**config.mk**
```make
export PLATFORM = sky130hd
export DESIGN_NAME = ll_walker
export DESIGN_NICKNAME = d
export VERILOG_FILES = /design/src/rtl/ll_walker.sv
export SDC_FILE = /design/constraint.sdc
export NUM_CORES = 1
export LEC_CHECK = 0
export CAP_MARGIN = 25
export CELL_PAD_IN_SITES_DETAIL_PLACEMENT = 0
export CELL_PAD_IN_SITES_GLOBAL_PLACEMENT = 1
export CORE_ASPECT_RATIO = 0.7
export CORE_MARGIN = 1
export CORE_UTILIZATION = 56
export CTS_BUF_LIST = sky130_fd_sc_hd__clkbuf_8
export DETAILED_ROUTE_END_ITERATION = 10
export PLACE_DENSITY_LB_ADDON = 0.1
export SYNTH_ARGS = -nofsm -noshare
export SYNTH_HDL_FRONTEND = slang
export SYNTH_SLANG_ARGS = --single-unit
```
**constraint.sdc**
```tcl
create_clock -name clk -period 6.25 [get_ports clk]
set_input_delay 1.25 -clock clk [delete_from_list [all_inputs] [get_ports clk]]
set_output_delay 1.25 -clock clk [all_outputs]
set_load 0.005 [all_outputs]
```
**src/rtl/ll_walker.sv**
```systemverilog
// Linked-list pointer walker: a runtime-writable next-pointer table, a queue of list
// heads, and a valid/ready output that emits one list element per beat with a last flag.
module ll_walker #(
  parameter int N           = 16,
  parameter int W           = $clog2(N),
  parameter int START_DEPTH = 4,
  parameter int MAX_HOPS    = N
) (
  input  logic         clk,
  input  logic         rst,
  input  logic         cfg_we,
  input  logic [W-1:0] cfg_addr,
  input  logic [W-1:0] cfg_next,
  input  logic         start_vld,
  input  logic [W-1:0] start_ptr,
  output logic         start_rdy,
  output logic         out_vld,
  input  logic         out_rdy,
  output logic [W-1:0] out_ptr,
  output logic         out_last,
  output logic         out_err,
  output logic         busy
);

  localparam int AW = $clog2(START_DEPTH);
  localparam int CW = $clog2(START_DEPTH + 1);
  localparam int HW = $clog2(MAX_HOPS + 1);
  localparam logic [HW-1:0] HOPS_LIM  = HW'(MAX_HOPS);
  localparam logic [CW-1:0] FIFO_FULL = CW'(START_DEPTH);

  typedef enum logic {IDLE, WALK} state_t;

  state_t          state, state_d;
  logic [W-1:0]    tbl [N];
  logic [W-1:0]    fifo_mem [START_DEPTH];
  logic [AW-1:0]   wr_ptr, rd_ptr;
  logic [CW-1:0]   cnt;
  logic [W-1:0]    head;
  logic            empty, full, push, pop;
  logic            load, advance;
  logic [W-1:0]    cur_p0;
  logic [HW-1:0]   hops;
  logic [W-1:0]    hold_nxt_p1;
  logic            hold_vld_p1;
  logic [W-1:0]    nxt;
  logic            at_lim;
  logic            stall;

  // Next-pointer table; entry 0 is the null terminator and never written.
  always_ff @(posedge clk) begin
    if (rst) begin
      for (int i = 0; i < N; i++) tbl[i] <= '0;
    end else if (cfg_we && (cfg_addr != '0)) begin
      tbl[cfg_addr] <= cfg_next;
    end
  end

  assign empty     = (cnt == '0);
  assign full      = (cnt == FIFO_FULL);
  assign start_rdy = ~full;
  assign push      = start_vld & start_rdy;
  assign head      = fifo_mem[rd_ptr];
  assign busy      = ~empty | (state == WALK);

  always_ff @(posedge clk) begin
    if (push) fifo_mem[wr_ptr] <= start_ptr;
  end

  always_ff @(posedge clk) begin
    if (rst) begin
      wr_ptr <= '0;
      rd_ptr <= '0;
      cnt    <= '0;
    end else begin
      if (push) wr_ptr <= wr_ptr + AW'(1);
      if (pop)  rd_ptr <= rd_ptr + AW'(1);
      unique case ({push, pop})
        2'b10:   cnt <= cnt + CW'(1);
        2'b01:   cnt <= cnt - CW'(1);
        default: cnt <= cnt;
      endcase
    end
  end

  // Once a beat stalls, its successor is frozen so a table write cannot
  // change out_last/out_err while the beat is still being offered.
  always_comb begin
    nxt    = hold_vld_p1 ? hold_nxt_p1 : tbl[cur_p0];
    at_lim = (hops == HOPS_LIM);
    stall  = (state == WALK) & ~out_rdy;
  end

  always_comb begin
    state_d  = state;
    pop      = 1'b0;
    load     = 1'b0;
    advance  = 1'b0;
    out_vld  = 1'b0;
    out_ptr  = '0;
    out_last = 1'b0;
    out_err  = 1'b0;
    unique case (state)
      IDLE: begin
        if (!empty) begin
          pop = 1'b1;
          if (head != '0) begin
            load    = 1'b1;
            state_d = WALK;
          end
        end
      end
      WALK: begin
        out_vld  = 1'b1;
        out_ptr  = cur_p0;
        out_last = (nxt == '0) | at_lim;
        out_err  = (nxt != '0) & at_lim;
        if (out_rdy) begin
          if (!out_last) begin
            advance = 1'b1;
          end else if (!empty) begin
            // Chain straight into the next queued list without a bubble.
            pop = 1'b1;
            if (head != '0) load = 1'b1;
            else            state_d = IDLE;
          end else begin
            state_d = IDLE;
          end
        end
      end
      default: state_d = IDLE;
    endcase
  end

  always_ff @(posedge clk) begin
    if (rst) begin
      state       <= IDLE;
      hops        <= '0;
      hold_vld_p1 <= 1'b0;
    end else begin
      state       <= state_d;
      hold_vld_p1 <= stall;
      if (load)         hops <= HW'(1);
      else if (advance) hops <= hops + HW'(1);
    end
  end

  // Walk pointer and frozen successor: data only, qualified by state/hold_vld_p1.
  always_ff @(posedge clk) begin
    if (load)         cur_p0 <= head;
    else if (advance) cur_p0 <= nxt;
    if (stall && !hold_vld_p1) hold_nxt_p1 <= tbl[cur_p0];
  end

endmodule

```
-- Yosys cells after proc, flatten, opt, wreduce, memory -nomap -nowiden
Memory sizes are Yosys's and may differ from the RTL's. A register that Yosys moved wholly into a read port is not among the register bits.
Index checks and enable logic that the tools add are counted.
- add/sub/neg operators: 5
- eq/ne operators: 4
- mux-type cells: 38
- bitwise gates (word level): 9
- reductions and logical operators: 12
- operators with widths (operator ; number):
    2-to-1 mux 4 bit ; 7
    2-to-1 mux 1 bit ; 25
    nonzero test 4 bit ; 3
    one-hot mux 1 bit (2 select lines) ; 3
    one-hot mux 3 bit (2 select lines) ; 1
    adder 5 x 1 -> 5 bit (second input constant) ; 1
    == test 5 bit (second input constant) ; 1
    adder 2 x 1 -> 2 bit (second input constant) ; 2
    logical NOT 4 bit ; 1
    2-to-1 mux 2 bit ; 2
    inverter 1 bit ; 4
    nonzero test 2 bit ; 2
    OR reduction 4 bit ; 1
    adder 3 x 1 -> 3 bit (second input constant) ; 1
    AND 1 bit ; 3
    == test 3 bit (second input constant) ; 1
    logical NOT 3 bit ; 1
    subtractor 3 x 1 -> 3 bit (second input constant) ; 1
    == test 2 x 1 -> 1 bit (second input constant) ; 1
    == test 2 bit (second input constant) ; 1
    logical AND 1 bit ; 2
    OR 1 bit ; 2
    OR reduction 2 bit ; 1
    logical NOT 1 bit ; 1
- bits in registers: 22
- memory bits (writable): 80
- word-level logic and storage cells: 79
- memories: 2
- memories (name ; words ; width ; rd ports ; clocked after memory_dff ; wr ports ; line ; text):
    tbl ; 16 ; 4 ; 1 ; 1 ; 16 ; 34 ; logic [W-1:0] tbl [N];
    fifo_mem ; 4 ; 4 ; 1 ; 1 ; 1 ; 35 ; logic [W-1:0] fifo_mem [START_DEPTH];

-- Longest topological paths before layout
- depth in word-level cells: 9
- depth in mapped cells: 15

-- Worst setup path after synthesis
Ideal clock, no wire load.
- path type: register -> register
- start point: register with a tool-made name
- end point: register cnt[2]
- setup time: 71 ps
- data arrival time: 3236 ps
- data required time: 6179 ps
- path slack: 2944 ps
- cell stages (with the launch flop): 15
- period minus slack after synthesis: 3306 ps
- cells stage by stage: dfxtp_1 > buf_6 > buf_6 > mux4_2 > mux2_2 > nand3b_1 > nand4b_4 > o211a_4 > nor2_2 > ha_1 > inv_1 > fa_1 > xor2_1 > or3_1 > a21oi_1
- RTL lines (item ; line ; text):
    end signal: assignment ; 78 ; 2'b10: cnt <= cnt + CW'(1);
    end signal: assignment ; 79 ; 2'b01: cnt <= cnt - CW'(1);
    end signal: assignment ; 80 ; default: cnt <= cnt;
    end: declaration ; 37 ; logic [CW-1:0] cnt;

==> results.sh <==
export IMPL_leakage_nw=2.01
export IMPL_final_core_util=0.648
export IMPL_layout_drive_gt1_share=0.109
export IMPL_dr_pass1_iters=5
export IMPL_netlist_cell_type_count=51
export IMPL_ctsResizeCount=0
export IMPL_io_pins=26
export IMPL_diodes=0
export IMPL_dp_slack_ns=1.96
export IMPL_drt_total_wl_um=10100
export IMPL_max_cap_viol_count=0
export IMPL_setup_viol=0
export IMPL_synth_seq_area_share=0.592
export IMPL_dieArea_um2=9570
export IMPL_seq_power_share=0.473
export IMPL_end_kind="primary output"
export IMPL_cts_hold_buf=0
export IMPL_path_class="reg2out"
export IMPL_overflow=0
export IMPL_reg2reg_depth=12
export IMPL_rows=28
export IMPL_critPathLaunchType="register"
export IMPL_clk_pin_slew_ns=0.10
export IMPL_drt_initial_drc_count=254
export IMPL_worstSkewPairLatency_ns=0.36
export IMPL_async_flop_share=0
export IMPL_synth_area_leaders="edfxtp_1, mux4_2, and2_1, dfxtp_1, mux2i_1"
export IMPL_synth_seq_cells=108
export IMPL_fin_ws_ns=1.61
export IMPL_cp_max_fo=17
export IMPL_slowest_delay_ns=0.86
export IMPL_period_share=0.742
export IMPL_crit_slowest_cell="dfxtp_1"
export IMPL_fp_dieW_um=117
export IMPL_vias_per_cell=5.63
export IMPL_slew_viol_final=0
export IMPL_numCtsBuffers=9
export IMPL_power_density_nw_per_um2=389
export IMPL_yosys_most_used_dff="edfxtp_1"
export IMPL_cts_htree_levels=3
export IMPL_place_gp_congestion=0.843
export IMPL_synth_edf_count=88
export IMPL_synth_top_area_cell="edfxtp_1"
export IMPL_yosys_warnings=0
export IMPL_hold_class="reg2reg"
export IMPL_final_cells=531
export IMPL_netlist_instances=383
export IMPL_p_total_mw=2.19
export IMPL_area_growth_pct=9.47
export IMPL_die_y_um=82.2
export IMPL_pwr_share_comb=0.355
export IMPL_min_period_ns=4.64
export IMPL_dp_cells=515
export IMPL_wl_per_cell_um=19.0
export IMPL_nNetsFinal=431
export IMPL_crit_chain="mux4_2, mux2i_1, o221ai_1, or2_0, nor2_1, o21a_1, clkdlybuf4s50_1"
export IMPL_clkPwrFrac=0.172
export IMPL_postCtsSetupBuffers=0
export IMPL_clock_sinks=108
export IMPL_p_int_mw=1.45
export IMPL_final_area_um2=5630
export IMPL_antenna_found_initial=0
export IMPL_tns_ns=0
export IMPL_netlist_area_um2=5140
export IMPL_initial_utilization=0.592
export IMPL_critPathArrivalTime_ns=3.39
export IMPL_cts_buffer_depth=2
export IMPL_rsz0062_at_grt="false"
export IMPL_hold_viol=0
export IMPL_swShare=0.337
export IMPL_core_region_area_um2=8690
export IMPL_ys_top_cells_by_count="edfxtp_1, and2_1, nor2_1, dfxtp_1, mux4_2"
export IMPL_relSlewSlack=0.426
export IMPL_status="finished clean"
export IMPL_syn_area_per_cell_um2=13.4
export IMPL_drc=0
export IMPL_p_sw_mw=0.737
export IMPL_cts_tree="done"
export IMPL_synth_most_common_cell="edfxtp_1"
export IMPL_placed_cell_area_um2=5460
export IMPL_irDropWorstVdd_uv=159
export IMPL_worst_slew_pin_slew_ns=0.849
export IMPL_clock_skew_final_ns=0.00918
export IMPL_cts_root_buf="clkbuf_8"
export IMPL_dpl_hpwl_um=7490
export IMPL_hold_depth=2
export IMPL_worstPathRequired_ns=5.00
export IMPL_whs_ns=0.518
export IMPL_io_buffer_count=25
export IMPL_vias=2991
export IMPL_grt_use_total=0.235
export IMPL_synth_top_area_share=0.514
export IMPL_antenna_left=0
export IMPL_grt_max_degree=38
export IMPL_fmax_ghz=0.216
export IMPL_grt_pass1_wl_um=15700
export IMPL_num_fill_cells=708
export IMPL_grt_pass1_vias=2757
metal layers:
layer,vias up,wire length (µm),part of all wire,global-route usage
li1,1426,-,-,-
met1,1471,5290,0.52,0.368
met2,84,4090,0.41,0.314
met3,10,613,0.061,0.0686
met4,0,102,0.010,0.0679
met5,-,0,0,0
cell type report:
cell class	instances	area [µm²]	share of cell area
clock inverters	7	43.8	0.00778
well taps	120	150	0.0267
flip-flops and latches	108	3040	0.541
repair buffers	26	258	0.0458
clock buffers	9	124	0.0220
inverters	11	41.3	0.00734
multi-input cells	250	1970	0.350
state kept, by name, indices dropped and copies added (netlist names), named ones only:
name         cells
hold_nxt_p1      4
rd_ptr           2
cnt              3
hops             5
hold_vld_p1      1
tbl             64
fifo_mem        16
wr_ptr           2
state            1
cur_p0           4
final timing paths:
check             slack (ns)  endpoint  startpoint
setup / recovery        1.61  out_last    register
hold / removal          0.52    cnt[2]      cnt[2]
setup reg to reg        2.19    cnt[2]    register
hold reg to reg         0.52    cnt[2]      cnt[2]
power by group through the flow:
| stage | Clock (mW) | Sequential, mW | Combinational, mW |
|---|---|---|---|
| 4_1_cts | 0.383 | 1.04 | 0.781 |
| 3_3_place_gp | 0 | 1.05 | 0.763 |
| 5_1_grt | 0.406 | 1.05 | 0.856 |
| 3_5_place_dp | 0 | 1.05 | 0.777 |
| 2_1_floorplan | 0 | 0.958 | 0.681 |
| 6_report | 0.376 | 1.03 | 0.778 |
worst max-delay path: cells and delay by family (launching register included):
kind	cells	cell delay, ns
compound gates	2	0.30
buf+inv	1	0.49
flops	1	0.86
mux	2	0.80
simple gates	2	0.56
placed cells by master, fill, tap and decap left out, drive strengths merged, types with 2 or more instances in the layout:
master and n:
nand3b 3, inv 15, conb 4, dfxtp 20, and2 65, or3 4, edfxtp 88, o21ai 6
nor2 31, or2 21, xor2 4, nand2 14, mux2i 11, a21oi 4, ha 7, o221ai 3
and3 4, nor3 8, xnor2 3, mux2 8, nand2b 7, o211ai 2, nor2b 3, clkbuf 9
o221a 3, clkdlybuf4s50 25, nand3 4, mux4 19, clkinv 3
logic make-up after synthesis:
kind of cell / count (synthesis) / share of synthesized area
AND/OR/NAND/NOR: 167 / 0.185
flip-flops: 108 / 0.592
multiplexers: 38 / 0.122
buffers and inverters: 28 / 0.0275
AO/OA/AOI/OAI: 26 / 0.0394
adder cells (fa/ha/maj): 8 / 0.0209
XOR/XNOR: 7 / 0.0119
other: 1 / 0.000729
Note: power is estimated with default switching activity, not from simulation.
